==> src/rtl/rsa_pkg.sv <==
// Shared definitions for the rsa_arbiter slice.
//   rsa_arb_state_t : sequencer states of the arbiter FSM
//   RSA_NREQ        : number of requesters sharing one rsa_unit
package rsa_pkg;

    localparam int RSA_NREQ = 2;

    typedef enum logic [1:0] {
        IDLE = 2'd0,
        LOAD = 2'd1,
        RUN  = 2'd2,
        DONE = 2'd3
    } rsa_arb_state_t;

endpackage

==> src/rtl/rsa_arbiter_if.sv <==
// Requester-side bus of rsa_arbiter.
//   req      : per-requester request level (bit i = requester i)
//   P_in, E_in, M_in, Const_in : packed operands, slice [i*WIDTH +: WIDTH] = requester i
//   ack      : one-cycle accept pulse, operands sampled that cycle
//   done     : one-cycle completion pulse to the owning requester
//   err      : qualifies done, 1 = watchdog abort
//   result   : result C, held until the next capture
//   busy     : arbiter is not idle
// master = requester side, slave = arbiter side.
interface rsa_arbiter_if #(
    parameter int WIDTH = 8
);
    import rsa_pkg::*;

    logic [RSA_NREQ-1:0]       req;
    logic [RSA_NREQ*WIDTH-1:0] P_in;
    logic [RSA_NREQ*WIDTH-1:0] E_in;
    logic [RSA_NREQ*WIDTH-1:0] M_in;
    logic [RSA_NREQ*WIDTH-1:0] Const_in;
    logic [RSA_NREQ-1:0]       ack;
    logic [RSA_NREQ-1:0]       done;
    logic                      err;
    logic [WIDTH-1:0]          result;
    logic                      busy;

    modport master (
        output req, P_in, E_in, M_in, Const_in,
        input  ack, done, err, result, busy
    );

    modport slave (
        input  req, P_in, E_in, M_in, Const_in,
        output ack, done, err, result, busy
    );

endinterface

==> src/rtl/rsa_arbiter_rr_pick2.sv <==
// rr_pick2: combinational two-way round-robin grant.
//   req   : request bits of the two clients
//   prio  : index that wins when both request
//   valid : at least one request present
//   grant : index of the winning client (meaningful only when valid)
module rr_pick2 (
    input  logic [1:0] req,
    input  logic       prio,
    output logic       valid,
    output logic       grant
);

    always_comb begin
        valid = |req;
        grant = 1'b0;
        case (req)
            2'b01:   grant = 1'b0;
            2'b10:   grant = 1'b1;
            2'b11:   grant = prio;
            default: grant = 1'b0;
        endcase
    end

endmodule

==> src/rtl/rsa_arbiter.sv <==
// rsa_arbiter: shares one rsa_unit between two requesters.
// Grants round-robin, latches the winner's operands, sequences the unit's
// clear/ena, waits for eoc under a watchdog and returns the result with a
// per-requester done pulse.
//   clk, rst        : clock, asynchronous active-high reset
//   bus (slave)     : requester-side handshake, operands and result
//   rsa_ena/clear   : control to rsa_unit
//   rsa_P/E/M/Const : registered operands to rsa_unit
//   rsa_C, rsa_eoc  : result and end-of-computation from rsa_unit
// Every output is a flop loaded from the value computed for the current
// state, so the outputs describe a state one cycle after the FSM is in it.
module rsa_arbiter
    import rsa_pkg::*;
#(
    parameter int WIDTH   = 8,
    parameter int TIMEOUT = 1023
) (
    input  logic             clk,
    input  logic             rst,
    rsa_arbiter_if.slave     bus,
    output logic             rsa_ena,
    output logic             rsa_clear,
    output logic [WIDTH-1:0] rsa_P,
    output logic [WIDTH-1:0] rsa_E,
    output logic [WIDTH-1:0] rsa_M,
    output logic [WIDTH-1:0] rsa_Const,
    input  logic [WIDTH-1:0] rsa_C,
    input  logic             rsa_eoc
);

    localparam int              WD_W   = $clog2(TIMEOUT + 1);
    localparam logic [WD_W-1:0] WD_MAX = WD_W'(TIMEOUT);

    rsa_arb_state_t state, state_next;

    logic                pick_valid;
    logic                pick_grant;
    logic                prio, prio_next;
    logic                own, own_next;
    logic [WD_W-1:0]     wd, wd_next;
    logic                wd_hit;
    logic                latch_ops;

    logic [RSA_NREQ-1:0] ack_q, ack_next;
    logic [RSA_NREQ-1:0] done_q, done_next;
    logic                err_q, err_next;
    logic                busy_q, busy_next;
    logic [WIDTH-1:0]    result_q, result_next;
    logic                ena_next, clear_next;

    logic [WIDTH-1:0]    p_sel, e_sel, m_sel, c_sel;

    rr_pick2 u_pick (
        .req   (bus.req),
        .prio  (prio),
        .valid (pick_valid),
        .grant (pick_grant)
    );

    assign wd_hit = (wd == WD_MAX);

    // Operand slice belonging to the requester that wins this cycle.
    assign p_sel = pick_grant ? bus.P_in[2*WIDTH-1:WIDTH]     : bus.P_in[WIDTH-1:0];
    assign e_sel = pick_grant ? bus.E_in[2*WIDTH-1:WIDTH]     : bus.E_in[WIDTH-1:0];
    assign m_sel = pick_grant ? bus.M_in[2*WIDTH-1:WIDTH]     : bus.M_in[WIDTH-1:0];
    assign c_sel = pick_grant ? bus.Const_in[2*WIDTH-1:WIDTH] : bus.Const_in[WIDTH-1:0];

    assign bus.ack    = ack_q;
    assign bus.done   = done_q;
    assign bus.err    = err_q;
    assign bus.busy   = busy_q;
    assign bus.result = result_q;

    // State register.
    always_ff @(posedge clk or posedge rst) begin
        if (rst) begin
            state <= IDLE;
        end else begin
            state <= state_next;
        end
    end

    // Next-state logic; eoc is checked before the watchdog so success wins.
    always_comb begin
        state_next = state;
        case (state)
            IDLE: if (pick_valid) state_next = LOAD;
            LOAD: state_next = RUN;
            RUN:  if (rsa_eoc || wd_hit) state_next = DONE;
            DONE: state_next = IDLE;
            default: state_next = IDLE;
        endcase
    end

    // Output logic: next values of every registered output and of the
    // bookkeeping registers (prio, own, wd).
    always_comb begin
        ack_next    = '0;
        done_next   = '0;
        err_next    = err_q;
        busy_next   = (state != IDLE);
        result_next = result_q;
        ena_next    = 1'b0;
        clear_next  = 1'b1;
        prio_next   = prio;
        own_next    = own;
        wd_next     = wd;
        latch_ops   = 1'b0;
        case (state)
            IDLE: begin
                if (pick_valid) begin
                    ack_next[pick_grant] = 1'b1;
                    latch_ops            = 1'b1;
                    own_next             = pick_grant;
                    prio_next            = ~pick_grant;
                    busy_next            = 1'b1;
                end
            end
            LOAD: begin
                ena_next   = 1'b1;
                clear_next = 1'b1;
                wd_next    = '0;
            end
            RUN: begin
                ena_next   = 1'b1;
                clear_next = 1'b0;
                if (rsa_eoc) begin
                    result_next = rsa_C;
                    err_next    = 1'b0;
                end else if (wd_hit) begin
                    err_next = 1'b1;
                end else begin
                    // Increment only while staying in RUN so wd never wraps.
                    wd_next = wd + WD_W'(1);
                end
            end
            DONE: begin
                done_next[own] = 1'b1;
            end
            default: begin
                busy_next = 1'b0;
            end
        endcase
    end

    // Output, operand and bookkeeping registers.
    always_ff @(posedge clk or posedge rst) begin
        if (rst) begin
            ack_q     <= '0;
            done_q    <= '0;
            err_q     <= 1'b0;
            busy_q    <= 1'b0;
            result_q  <= '0;
            rsa_ena   <= 1'b0;
            rsa_clear <= 1'b1;
            prio      <= 1'b0;
            own       <= 1'b0;
            wd        <= '0;
            rsa_P     <= '0;
            rsa_E     <= '0;
            rsa_M     <= '0;
            rsa_Const <= '0;
        end else begin
            ack_q     <= ack_next;
            done_q    <= done_next;
            err_q     <= err_next;
            busy_q    <= busy_next;
            result_q  <= result_next;
            rsa_ena   <= ena_next;
            rsa_clear <= clear_next;
            prio      <= prio_next;
            own       <= own_next;
            wd        <= wd_next;
            if (latch_ops) begin
                rsa_P     <= p_sel;
                rsa_E     <= e_sel;
                rsa_M     <= m_sel;
                rsa_Const <= c_sel;
            end
        end
    end

endmodule

==> src/flat_wrapper.sv <==
// flat-port wrapper written by rule: the top's interface ports become plain ports
module rsa_arbiter_flat import rsa_pkg::*;
#(
    parameter int WIDTH   = 8,
    parameter int TIMEOUT = 1023
)
  (clk, rst, rsa_ena, rsa_clear, rsa_P, rsa_E, rsa_M, rsa_Const, rsa_C, rsa_eoc, bus_req, bus_P_in, bus_E_in, bus_M_in, bus_Const_in, bus_ack, bus_done, bus_err, bus_result, bus_busy);
  rsa_arbiter_if #(.WIDTH(WIDTH)) bus_i ();
  input  logic clk;
  input  logic rst;
  output logic rsa_ena;
  output logic rsa_clear;
  output logic [WIDTH-1:0] rsa_P;
  output logic [WIDTH-1:0] rsa_E;
  output logic [WIDTH-1:0] rsa_M;
  output logic [WIDTH-1:0] rsa_Const;
  input  logic [WIDTH-1:0] rsa_C;
  input  logic rsa_eoc;
  input wire logic [$bits(bus_i.req)-1:0] bus_req;
  input wire logic [$bits(bus_i.P_in)-1:0] bus_P_in;
  input wire logic [$bits(bus_i.E_in)-1:0] bus_E_in;
  input wire logic [$bits(bus_i.M_in)-1:0] bus_M_in;
  input wire logic [$bits(bus_i.Const_in)-1:0] bus_Const_in;
  output wire logic [$bits(bus_i.ack)-1:0] bus_ack;
  output wire logic [$bits(bus_i.done)-1:0] bus_done;
  output wire logic [$bits(bus_i.err)-1:0] bus_err;
  output wire logic [$bits(bus_i.result)-1:0] bus_result;
  output wire logic [$bits(bus_i.busy)-1:0] bus_busy;
  assign bus_i.req = bus_req;
  assign bus_i.P_in = bus_P_in;
  assign bus_i.E_in = bus_E_in;
  assign bus_i.M_in = bus_M_in;
  assign bus_i.Const_in = bus_Const_in;
  assign bus_ack = bus_i.ack;
  assign bus_done = bus_i.done;
  assign bus_err = bus_i.err;
  assign bus_result = bus_i.result;
  assign bus_busy = bus_i.busy;
  rsa_arbiter #(.WIDTH(WIDTH), .TIMEOUT(TIMEOUT)) u_core (.clk(clk), .rst(rst), .bus(bus_i), .rsa_ena(rsa_ena), .rsa_clear(rsa_clear), .rsa_P(rsa_P), .rsa_E(rsa_E), .rsa_M(rsa_M), .rsa_Const(rsa_Const), .rsa_C(rsa_C), .rsa_eoc(rsa_eoc));
endmodule
==> config.mk <==
export PLATFORM = sky130hd
export DESIGN_NAME = rsa_arbiter_flat
export DESIGN_NICKNAME = d
export VERILOG_FILES = /design/src/rtl/rsa_pkg.sv /design/src/rtl/rsa_arbiter_if.sv /design/src/rtl/rsa_arbiter_rr_pick2.sv /design/src/rtl/rsa_arbiter.sv /design/src/flat_wrapper.sv
export SDC_FILE = /design/constraint.sdc
export NUM_CORES = 1
export LEC_CHECK = 0
export CORE_MARGIN = 2
export CORE_UTILIZATION = 35
export DETAILED_ROUTE_END_ITERATION = 10
export PLACE_DENSITY_LB_ADDON = 0.1
export SYNTH_ARGS = -nofsm -noshare
export SYNTH_HDL_FRONTEND = slang
export SYNTH_SLANG_ARGS = --single-unit
==> constraint.sdc <==
create_clock -name clk -period 4.1 [get_ports clk]
set_input_delay 0.615 -clock clk [delete_from_list [all_inputs] [get_ports clk]]
set_output_delay 0.615 -clock clk [all_outputs]
set_load 0.01 [all_outputs]
; ---- Word-level counts from Yosys, hierarchy flattened
; Cells that the tools add are included.
[totals]
register_bits = 62
inputBits = 77
output_inout_bits = 48
wordCells = 71
[classes]
addsub = 1
magnitude_cmp = 4
eq_ne = 10
n_mux = 26
bitwise = 1
reduce_logical = 14
[ops]
columns = op, count
row1 = 2-to-1 mux 8 bit, 4
row2 = 2-to-1 mux 10 bit, 2
row3 = case mux 10 bit (2 select lines), 1
row4 = adder 10 x 1 -> 10 bit (second input constant), 1
row5 = equality test 10 bit (second input constant), 1
row6 = 2-to-1 mux 1 bit, 10
row7 = 2-to-1 mux 2 bit, 5
row8 = equality test 2 bit (second input constant), 4
row9 = case mux 2 bit (4 select lines), 1
row10 = AND reduction 2 bit, 4
row11 = nonzero test 2 bit, 3
row12 = < comparator 1 x 2 -> 1 bit (second input constant), 2
row13 = != test 2 x 1 -> 1 bit (second input constant), 2
row14 = != test 2 bit (second input constant), 2
row15 = OR reduction 2 bit, 2
row16 = AND reduction 3 bit, 1
row17 = demux 1 bit (select 1 bit), 2
row18 = equality test 2 x 1 -> 1 bit (second input constant), 1
row19 = >= comparator 1 bit (second input constant), 2
row20 = logical AND 1 bit, 2
row21 = logical NOT 2 bit, 1
row22 = case mux 1 bit (2 select lines), 1
row23 = logical OR 1 bit, 1
row24 = inverter 1 bit, 1

; ---- Depth between registers and ports, before layout
; Gate-level depths: netlist of run 1.
[logic_depth]
ltp_word = 8
depth_mapped = 8
mapped_depth_nobuf = 6

; ---- Cells and area by module
; Synthesis of run 1 repeated with hierarchy kept, for this count alone.
[unflattened]
hier_cells = 252
area_unflattened_um2 = 2796.4
[by_module_without_submodules]
columns = mod, instances, cells_per_inst, area_each_um2, seq_area_each_um2
row1 = rsa_arbiter, 1, 249, 2778.9, 1552.7
row2 = rr_pick2, 1, 3, 17.5, 0.0

; ---- Worst setup path after synthesis of run 1
; Ideal clock, no wire load.
[synth_path]
path_kind = reg-to-reg
from = reg u_core.wd[0]
to = reg u_core.wd[7]
setup_ns = 0.131
t_arrival_ns = 1.581
required_ns = 3.969
setup_slack_ns = 2.388
path_stages_with_launch = 7
path_buffers = 1
synth_period_minus_slack_ns = 1.712
path_cell_list = dfrtp_1 > ha_1 > and4_1 > buf_4 > a31o_4 > o41ai_2 > a31oi_1
[synth_via]
elab_chain_cells = 4
elab_cells_between_ends = 7
cone_classes = 1 x add/sub / 2 x eq/ne / 3 x mux / 1 x reduce/logical
[synth_lines]
columns = item, line_no
row1 = from (decl), rsa_arbiter.sv:40  ; logic [WD_W-1:0] wd, wd_next;
row2 = from (signal assigned), rsa_arbiter.sv:173  ; wd <= wd_next;
row3 = adder 10 x 1 -> 10 bit, rsa_arbiter.sv:134  ; wd_next = wd + WD_W'(1);
row4 = 2-to-1 mux 10 bit, rsa_arbiter.sv:130  ; end else if (wd_hit) begin
row5 = 2-to-1 mux 10 bit, rsa_arbiter.sv:127  ; if (rsa_eoc) begin
row6 = case mux 10 bit (2 select lines), rsa_arbiter.sv:109  ; case (state)
; Parallel ways exist; a longest one is shown, timed or not. The select of a mux whose other input is x is not followed.
; A chain may end at the register's enable or synchronous reset.

; ---- Worst setup path in the final report of run 1
[layout_path]
from = in bus_req[0]
to = reg u_core.rsa_E[6]
[layout_via]
elab_chain_cells = 3
elab_cells_between_ends = 7
cone_classes = 2 x eq/ne / 4 x mux / 1 x reduce/logical
[layout_lines]
columns = item, line_no
row1 = from (decl), flat_wrapper.sv:19  ; input wire logic [$bits(bus_i.req)-1:0] bus_req;
row2 = equality test 2 bit / OR reduction 2 bit (equally long branches), "rsa_arbiter_rr_pick2.sv:16, rsa_arbiter_rr_pick2.sv:14"
row3 = case mux 1 bit (2 select lines) / 2-to-1 mux 1 bit (equally long branches), "rsa_arbiter_rr_pick2.sv:16, rsa_arbiter.sv:111"
row4 = 2-to-1 mux 8 bit / 2-to-1 mux 1 bit (equally long branches), "rsa_arbiter.sv:64, rsa_arbiter.sv:109"
row5 = to (signal assigned), rsa_arbiter.sv:176  ; rsa_E <= e_sel;
row6 = to (decl), rsa_arbiter.sv:24  ; output logic [WIDTH-1:0] rsa_E,
; Parallel ways exist; a longest one is shown, timed or not.

==> results of run 1 <==
-- cell type report --
cell class	instances	area (um2)
Clock inverter	2	10.0
Fill cell	731	3450
Inverter	8	30.0
Multi-Input combinational cell	175	1120
Clock buffer	13	139
Tap cell	102	128
Timing Repair Buffer	127	1260
Sequential cell	62	1550
-- cells in the final DEF, fill, tap and decap left out, drive strengths merged, types with 2 or more instances in the layout --
cell type        n
mux2             8
buf              3
and4             2
nand3            6
and3             3
ha               6
a22oi           24
clkdlybuf4s50  124
a21o             4
clkbuf          13
clkinv           2
a41oi            2
o21ai           11
a21oi            6
a32o             2
inv              8
nand2b           4
nand2           69
dfrtp           61
mux2i           10
a31oi            2
nor2             4
-- how the worst max path moves through the flow --
stage / startpoint / endpoint / slack (ns) / cells after the start
3_3_place_gp: bus_req[0] / u_core.rsa_Const[2]$_DFFE_PP0P_ / 1.69 / 5
6_report: bus_req[0] / u_core.rsa_E[6]$_DFFE_PP0P_ / 1.99 / 5
3_5_place_dp: bus_req[0] / u_core.rsa_E[7]$_DFFE_PP0P_ / 1.64 / 5
4_1_cts: bus_req[0] / u_core.rsa_E[7]$_DFFE_PP0P_ / 1.99 / 5
5_1_grt: bus_req[0] / u_core.rsa_E[3]$_DFFE_PP0P_ / 1.78 / 5
2_1_floorplan: rst / u_core.bus.ack[0]$_DFF_PP0_ / 1.95 / 1
-- worst reg2reg max path, delay by kind of cell (launching register included) --
family                   cells  cell delay (ns)
AO/OA/AOI/OAI                3             0.72
flip-flops                   1             0.41
AND/OR/NAND/NOR              1             0.28
buffers and inverters        1             0.12
adder cells (fa/ha/maj)      1             0.38
-- cell families after synthesis --
logic type | after synthesis | share of synthesized area (%)
AOI/OAI and AO/OA | 57 | 15.7
muxes | 18 | 6.87
adders and majority gates | 6 | 2.71
DFF | 62 | 56.1
and+or+nand+nor | 94 | 14.6
buffers and inverters | 23 | 4.07
-- metal layers --
metal  vias up  wire length (um)
li1       1147                 -
met1      1112              3030
met2        73              3340
met3        10               482
met4         0                95
met5         -                 0
-- flip-flops by register name, summed over array words and instances, names as in the netlist --
signal / flops
u_core.bus.ack: 2
u_core.bus.busy: 1
u_core.bus.done: 2
u_core.bus.err: 1
u_core.bus.result: 8
u_core.own: 1
u_core.prio: 1
u_core.rsa_Const: 8
u_core.rsa_E: 8
u_core.rsa_M: 8
u_core.rsa_P: 8
u_core.rsa_clear: 1
u_core.rsa_ena: 1
u_core.state: 2
u_core.wd: 10
-- through the flow --
stage	setup slack, ns	hold WS (ns)	area [um2]	total power, W	instances
2_1_floorplan	1.95	0.417	2770	0.00163	260
3_3_place_gp	1.69	0.442	4090	0.00227	474
3_5_place_dp	1.64	0.445	4090	0.00229	474
4_1_cts	1.99	0.452	4240	0.00274	489
5_1_grt	1.78	0.481	4240	0.00290	489
6_report	1.99	0.448	4240	0.00270	489
-- report_power, final --
group / internal [W] / total (W) / switching (W)
clock: 0.000215 / 0.000428 / 0.000213
combinational: 0.000693 / 0.00126 / 0.000567
sequential: 0.000870 / 0.00101 / 0.000141
==> flow_metrics.tcl, run 1 <==
set metrics [dict create \
    finalClockSkew_ns 0.0110 \
    cp_slowest_cell "and3_1" \
    slowest_delay_ns 0.81 \
    place.gp.congestion 0.834 \
    r2r_start "u_core.state[0]$_DFFE_PP0P_" \
    start_util_pct 36.0 \
    vias_per_cell 4.79 \
    wl_per_cell_um 14.2 \
    synthArstFlopShare_pct 100 \
    rows 32 \
    cts_made_buffers 9 \
    worst_pin_slew_ns 0.957 \
    synth.area.top_cells "dfrtp_1 (55%), nand2_1 (9.3%), a22oi_1 (6.5%), mux2i_1 (3.6%), mux2_2 (3.3%)" \
    use_met2_pct 27.8 \
    antenna_found_initial 0 \
    setup.worst_path.end_class "flop" \
    utilization_pct 55.1 \
    root_buffer "clkbuf_8" \
    min_path_type "reg -> reg" \
    finalMaxSlewViolations 0 \
    min-delay-start "u_core.own$_DFFE_PP0P_" \
    path_cells "clkdlybuf4s50_1 > nand2b_1 > and3_1 > a22oi_1 > nand2_1" \
    synthFlopType "dfrtp_1" \
    routed_wl_mm 6.95 \
    hpwl_mm 5.06 \
    synth_seq_cells 62 \
    grt_pass1_vias 2423 \
    die_area_mm2 0.00864 \
    cp.buffers_inverters 1 \
    synth-edff-count 0 \
    antenna_left 0 \
    drive_gt1_share_pct 7.49 \
    syn_nets 343 \
    syn_to_final_growth_pct 53.0 \
    clk_pin_slew_ns 0.06 \
    start_kind "primary input" \
    cts_resized 0 \
    grt_usage_pct 17.0 \
    synthTopCellsByCount "nand2_1 (69), dfrtp_1 (61), a22oi_1 (24), mux2i_1 (10), o21ai_0 (10)" \
    cts.sinks 62 \
    num_antenna_cells 0 \
    overflow 0 \
    ys_types 38 \
    synth_area_mm2 0.00277 \
    worstHoldEndpoint "u_core.bus.done[0]$_DFF_PP0_" \
    die_x_um 93.0 \
    die_h_um 93.0 \
    worst-path-max-fanout 26 \
    required_ns 4.35 \
    coreArea_mm2 0.00769 \
    worstSetupPathType "in -> reg" \
    cp_top_family "simple AND/OR/NAND/NOR gates" \
    peakVddDrop_uv 280 \
    syn_inst 260 \
    slew_headroom_pct 36.2 \
    p_per_area_mw_per_mm2 637 \
    gr-max-usage-layer "met2" \
    cts_hold_buf 0 \
    drc 0 \
    finalNetCount 466 \
    r2r-end "u_core.wd[7]$_DFFE_PP0P_" \
    hold_viol 0 \
    yosys.area.top_type "dfrtp_1" \
    clock_latency_ns 0.33 \
    syn_area_per_cell_um2 10.7 \
    whs_path_depth 1 \
    yosys_warnings 0 \
    drtIter0Drc 86 \
    dr.pass1.iters 4 \
    r2r_slack_ns 2.04 \
    drv_cap 0 \
    cp.arrival_ns 2.36 \
    cts_setup_buffers 0 \
    htreeDepth 3 \
    finalCriticalPeriod_ns 2.11 \
    rr_worst_depth 6 \
    num_vias 2342 \
    ys_seq_area_share_pct 56.1 \
    setup_viol 0 \
    cts_buffer_depth 2 \
    met3_usage_pct 5.21 \
    period_share_pct 51.4 \
    grt_max_degree 45 \
    cts_tree "built" \
    synth_top_area_share_pct 55.1 \
    p_leak_nw 1.90 \
    yosysMostFrequentCell "nand2_1" \
    grt_pass1_wl_mm 11.4 \
    fin_tns_setup_ns 0 \
    rsz0062_at_grt "no" \
    max_freq_ghz 0.474 \
    portBuffers 124 \
    status "finished, final reports clean" \
    use_met1_pct 21.5 \
    num_io_pins 125 \
]
Note: power is estimated with default switching activity, not from simulation.
==> run 2: changes to the inputs <==
Clock period 4.1 ns to 2.1 ns, I/O delays scaled along.
==> run 2 against run 1 <==
Net effect:
- hold slack worse by 0.13 ns
- sequential cell count stayed put
- global-route usage is 0.60 points higher
- highest routed layer unchanged
- critical path depth stayed put
- largest cell class unchanged
==> flow_metrics.tcl, run 2 (same netlist as run 1, synthesis figures left out) <==
set metrics [dict create \
    multiInputGateArea_mm2 0.00112 \
    p_leak_nw 1.92 \
    cts_made_buffers 9 \
    path_cells "ha_1 > and4_1 > a31oi_4 > and3_1 > a311o_1" \
    htreeDepth 3 \
    cts_setup_buffers 0 \
    drtIter0Drc 102 \
    num_antenna_cells 0 \
    ff_latch_area_mm2 0.00155 \
    max_freq_ghz 0.523 \
    rows 32 \
    p_comb_share_pct 47.4 \
    post-place-ws_ns 0.160 \
    power.share.clock_pct 15.7 \
    setup_viol 0 \
    slew_headroom_pct 61.0 \
    drv_cap 0 \
    finalCriticalPeriod_ns 1.91 \
    num_vias 2375 \
    peakVddDrop_uv 607 \
    portBuffers 124 \
    syn_to_final_growth_pct 54.8 \
    antenna_found_initial 0 \
    num_io_pins 125 \
    required_ns 2.31 \
    p_per_area_mw_per_mm2 1240 \
    cp_top_family "simple AND/OR/NAND/NOR gates" \
    mostFrequentLayoutCell "clkdlybuf4s50_1" \
    mostFrequentLayoutCells "clkdlybuf4s50_1 (124), nand2_1 (69), dfrtp_1 (61)" \
    cts.sinks 62 \
    rsz0062_at_grt "no" \
    final_cells 491 \
    p_sw_w 0.00182 \
    start_kind "flop" \
    cts_buffer_depth 2 \
    place.gp.congestion 0.810 \
    hpwl_mm 5.06 \
    cp.arrival_ns 2.12 \
    cts_resized 0 \
    largest_reg_flops 10 \
    setup.worst_path.end_class "flop" \
    dp.cells 478 \
    min_path_type "in -> async" \
    grt_pass1_wl_mm 11.8 \
    start_util_pct 36.0 \
    die_x_um 93.0 \
    setup_ws_ns 0.187 \
    slowest_delay_ns 0.44 \
    root_buffer "clkbuf_8" \
    grt_pass1_vias 2430 \
    cp.buffers_inverters 0 \
    finalNetCount 470 \
    worstSetupPathType "reg -> reg" \
    top_register "u_core.wd" \
    antenna_left 0 \
    fin_tns_setup_ns 0 \
    drive_gt1_share_pct 8.74 \
    p_total_w 0.00533 \
    intPower_w 0.00351 \
    vias_per_cell 4.84 \
    coreArea_mm2 0.00769 \
    finalClockSkew_ns 0.00516 \
    clk_pin_slew_ns 0.07 \
    nFillCells 725 \
    overflow 0 \
    swShare_pct 34.2 \
    period_share_pct 91.1 \
    die_area_mm2 0.00864 \
    wl_per_cell_um 14.7 \
    whs_ns 0.323 \
    grt_max_degree 45 \
    clock_latency_ns 0.33 \
    routed_wl_mm 7.23 \
    grt_usage_pct 17.6 \
    dr.pass1.iters 4 \
    finalMaxSlewViolations 0 \
    cts_tree "built" \
    worst-path-max-fanout 9 \
    drc 0 \
    worst_pin_slew_ns 0.585 \
    cp_slowest_cell "and4_1" \
    die_h_um 93.0 \
    status "finished, final reports clean" \
    cts_hold_buf 0 \
    seqPwrFrac_pct 36.9 \
    hold_viol 0 \
]
-- run 2: cell types whose count changed in the layout (fill, tap and decap cells not counted) --
cell and delta:
clkinv_2 +1, clkbuf_1 -3, buf_12 +2, buf_4 +2
-- run 2: power groups by stage --
stage / clock network, W / registers [W] / logic, W
floorplan: 0 / 0.00216 / 0.00103
global placement: 0 / 0.00196 / 0.00253
detailed placement: 0 / 0.00198 / 0.00256
CTS: 0.000869 / 0.00197 / 0.00257
global route: 0.000926 / 0.00203 / 0.00276
finish: 0.000834 / 0.00197 / 0.00253
-- run 2: layer usage --
| metal | vias to the layer above | GRT usage, % | wire length, um |
|---|---|---|---|
| met1 | 1140 | 21.7 | 3100 |
| li1 | 1153 | - | - |
| met3 | 10 | 8.14 | 540 |
| met5 | - | 0 | 0 |
| met2 | 72 | 28.1 | 3490 |
| met4 | 0 | 4.41 | 95 |
-- run 2: area by class of cell --
type	instances	area share, %
clock buffer	10	2.98
multi-input combinational	175	26.0
clock inverter	3	0.350
timing repair buffer	131	30.8
sequential	62	36.2
tap	102	2.98
inverter	8	0.700
-- run 2: path summary, 6_finish.rpt --
kind / start / end / slack, ns / cells past startpoint
max: u_core.wd[0]$_DFFE_PP0P_ / u_core.wd[3]$_DFFE_PP0P_ / 0.19 / 5
min: rst / u_core.bus.ack[0]$_DFF_PP0_ / 0.32 / 3
max reg2reg: u_core.wd[0]$_DFFE_PP0P_ / u_core.wd[3]$_DFFE_PP0P_ / 0.19 / 5
min reg2reg: u_core.own$_DFFE_PP0P_ / u_core.bus.done[0]$_DFF_PP0_ / 0.45 / 1
max in group asynchronous: rst / u_core.rsa_P[1]$_DFFE_PP0P_ / 1.24 / 3
min in group clk: u_core.own$_DFFE_PP0P_ / u_core.bus.done[0]$_DFF_PP0_ / 0.45 / 1
-- run 2: per-stage QoR --
step / util [%] / cell area [um2]
after detailed placement: 53.9 / 4150
after floorplan: - / 2770
after global placement: 53.9 / 4150
after global routing: 55.8 / 4290
after CTS: 55.8 / 4290
final: 55.8 / 4290
-- run 2: worst min-delay path, cell delays in order --
cell and delay [ns]:
clkdlybuf4s50_1 0.41, inv_2 0.06, buf_4 0.25
==> variant, RTL diff (settings of run 1) <==
`result_q` no longer has a reset.
--- a/src/rtl/rsa_arbiter.sv
+++ b/src/rtl/rsa_arbiter.sv
@@ -152,3 +152,2 @@
             busy_q    <= 1'b0;
-            result_q  <= '0;
             rsa_ena   <= 1'b0;
@@ -167,3 +166,2 @@
             busy_q    <= busy_next;
-            result_q  <= result_next;
             rsa_ena   <= ena_next;
@@ -182,2 +180,6 @@
 
+    always_ff @(posedge clk) begin
+        result_q <= result_next;
+    end
+
 endmodule
Formal check against the unedited RTL: differs if rst is asserted again (counterexample within 4 cycles, from zero or initial values and one cycle with rst high); with rst held inactive, the same outputs for 10 cycles.
==> variant against run 1 <==
Cell count shrank 0.82%; clock skew shrank 0.0060 ns; critical endpoint is now u_core.bus.result[0]; sequential cell count stayed put; cell area grew 1.2%; largest power group unchanged; synthesized area down 1.9%; global-route usage about the same; power barely moved; worst setup slack lost 0.071 ns; routed wire length shrank 3.9%.
==> variant: results <==
[outcome]
status = "finished, final reports clean"

[logic_synthesis]
synth_ff_type = "dfrtp_1"
synth.area.top_cells = "dfrtp_1 (49%), edfxtp_1 (8.8%), nand2_1 (8.7%)"
netlist-cell-type-count = 42
syn_nets = 336
ys_async_sr_fraction_pct = 87.1
synth_edf_count = 8
synth_top_cells_by_count = "nand2_1 (63), dfrtp_1 (53), a22oi_1 (21), mux2i_1 (16), o21ai_0 (14)"
synth.avg_cell_area_um2 = 10.7
ys_seq_area_share_pct = 58.6

[layout]
drive_gt1_share_pct = 7.05
num-nets-final = 461
antenna_cells = 0
n_fill_cell = 687
stdcell_area_um2 = 4290

[cts]
cts_buffers = 9
clockBufferDepth = 2
cts_root_buffer = "clkbuf_8"
cts_max_level = 3
postCtsHoldBufs = 0

[pwr]
p_leak_uw = 0.00192
irDropWorstVdd_v = 0.000266
p_sw_share_pct = 32.7

[timing]
fin_skew_ns = 0.00507
fin_hold_ws_ns = 0.438
relSlewSlack_pct = 31.1
fin_ws_ns = 1.92

[route]
via_per_inst = 4.74
drt-total-wl_um = 6680
wl_per_cell_um = 13.8
dr.first_iter.drc_count = 111

[worst_setup_path]
worstSetupPathType = "register to register"
r2r-end = "u_core.bus.result[0]"
r2r_cells = 4
worstPathMaxFanout = 12
cp.arrival_ns = 2.16

[worst_hold_path]
holdPathStages = 1
hp-start = "u_core.own"

[place]
placed_cell_area_um2 = 4060
dp_hpwl_um = 4830
globalplace.congestion = 0.748
placedCellCount = 469
pre_cts_ws_ns = 1.61

[grt]
grt_max_degree = 46
grt_pass1_wl_um = 11100
grt_pass1_vias = 2357
antenna_found_initial = 0
grt_use_total_pct = 17.0
variant: cell types whose count changed in the layout (fill, tap and decap cells not counted), moves of 3 or more:
cell / run 1 / this run
nand2_1: 69 / 63
nand2b_1: 4 / 1
dfrtp_1: 61 / 53
inv_1: 7 / 10
mux2i_1: 10 / 16
mux2_2: 8 / 0
bufinv_16: 0 / 3
o21ai_0: 10 / 14
clkbuf_1: 4 / 0
a22oi_1: 24 / 21
edfxtp_1: 0 / 8
variant: logic make-up after synthesis:
family,count (synthesis),synth area share [%]
AO/OA/AOI/OAI,53,13.3
multiplexers,17,6.31
AND/OR/NAND/NOR,91,15.1
XOR/XNOR,1,0.322
buffers and inverters,23,3.59
flip-flops,62,58.6
adder cells (fa/ha/maj),6,2.76
variant: routing by layer:
metal	GRT usage [%]	share of wire (%)	vias to the layer above
met2	28.2	47	93
li1	-	-	1129
met1	18.6	41	1065
met4	7.34	2.3	0
met5	0	0	-
met3	7.97	9.7	12
variant: layout make-up:
class,instances,area share (%)
sequential,62,37.1
timing repair buffer,126,29.3
multi-input combinational,168,24.2
tap,102,2.97
clock buffer,9,2.89
clock inverter,7,2.62
inverter,11,0.962
variant: power groups by stage:
| stage | Sequential [µW] | Combinational [µW] | Clock [µW] |
|---|---|---|---|
| floorplan | 1070 | 439 | 0 |
| global placement | 983 | 1080 | 0 |
| detailed placement | 987 | 1090 | 0 |
| CTS | 981 | 1090 | 663 |
| global route | 1010 | 1190 | 685 |
| finish | 977 | 1070 | 648 |
variant: worst max-delay path: stages, from the launching register on:
cell     delay [ns]
dfrtp_1        0.42
inv_1          0.12
ha_1           0.42
inv_1          0.29
nor2_1         0.58
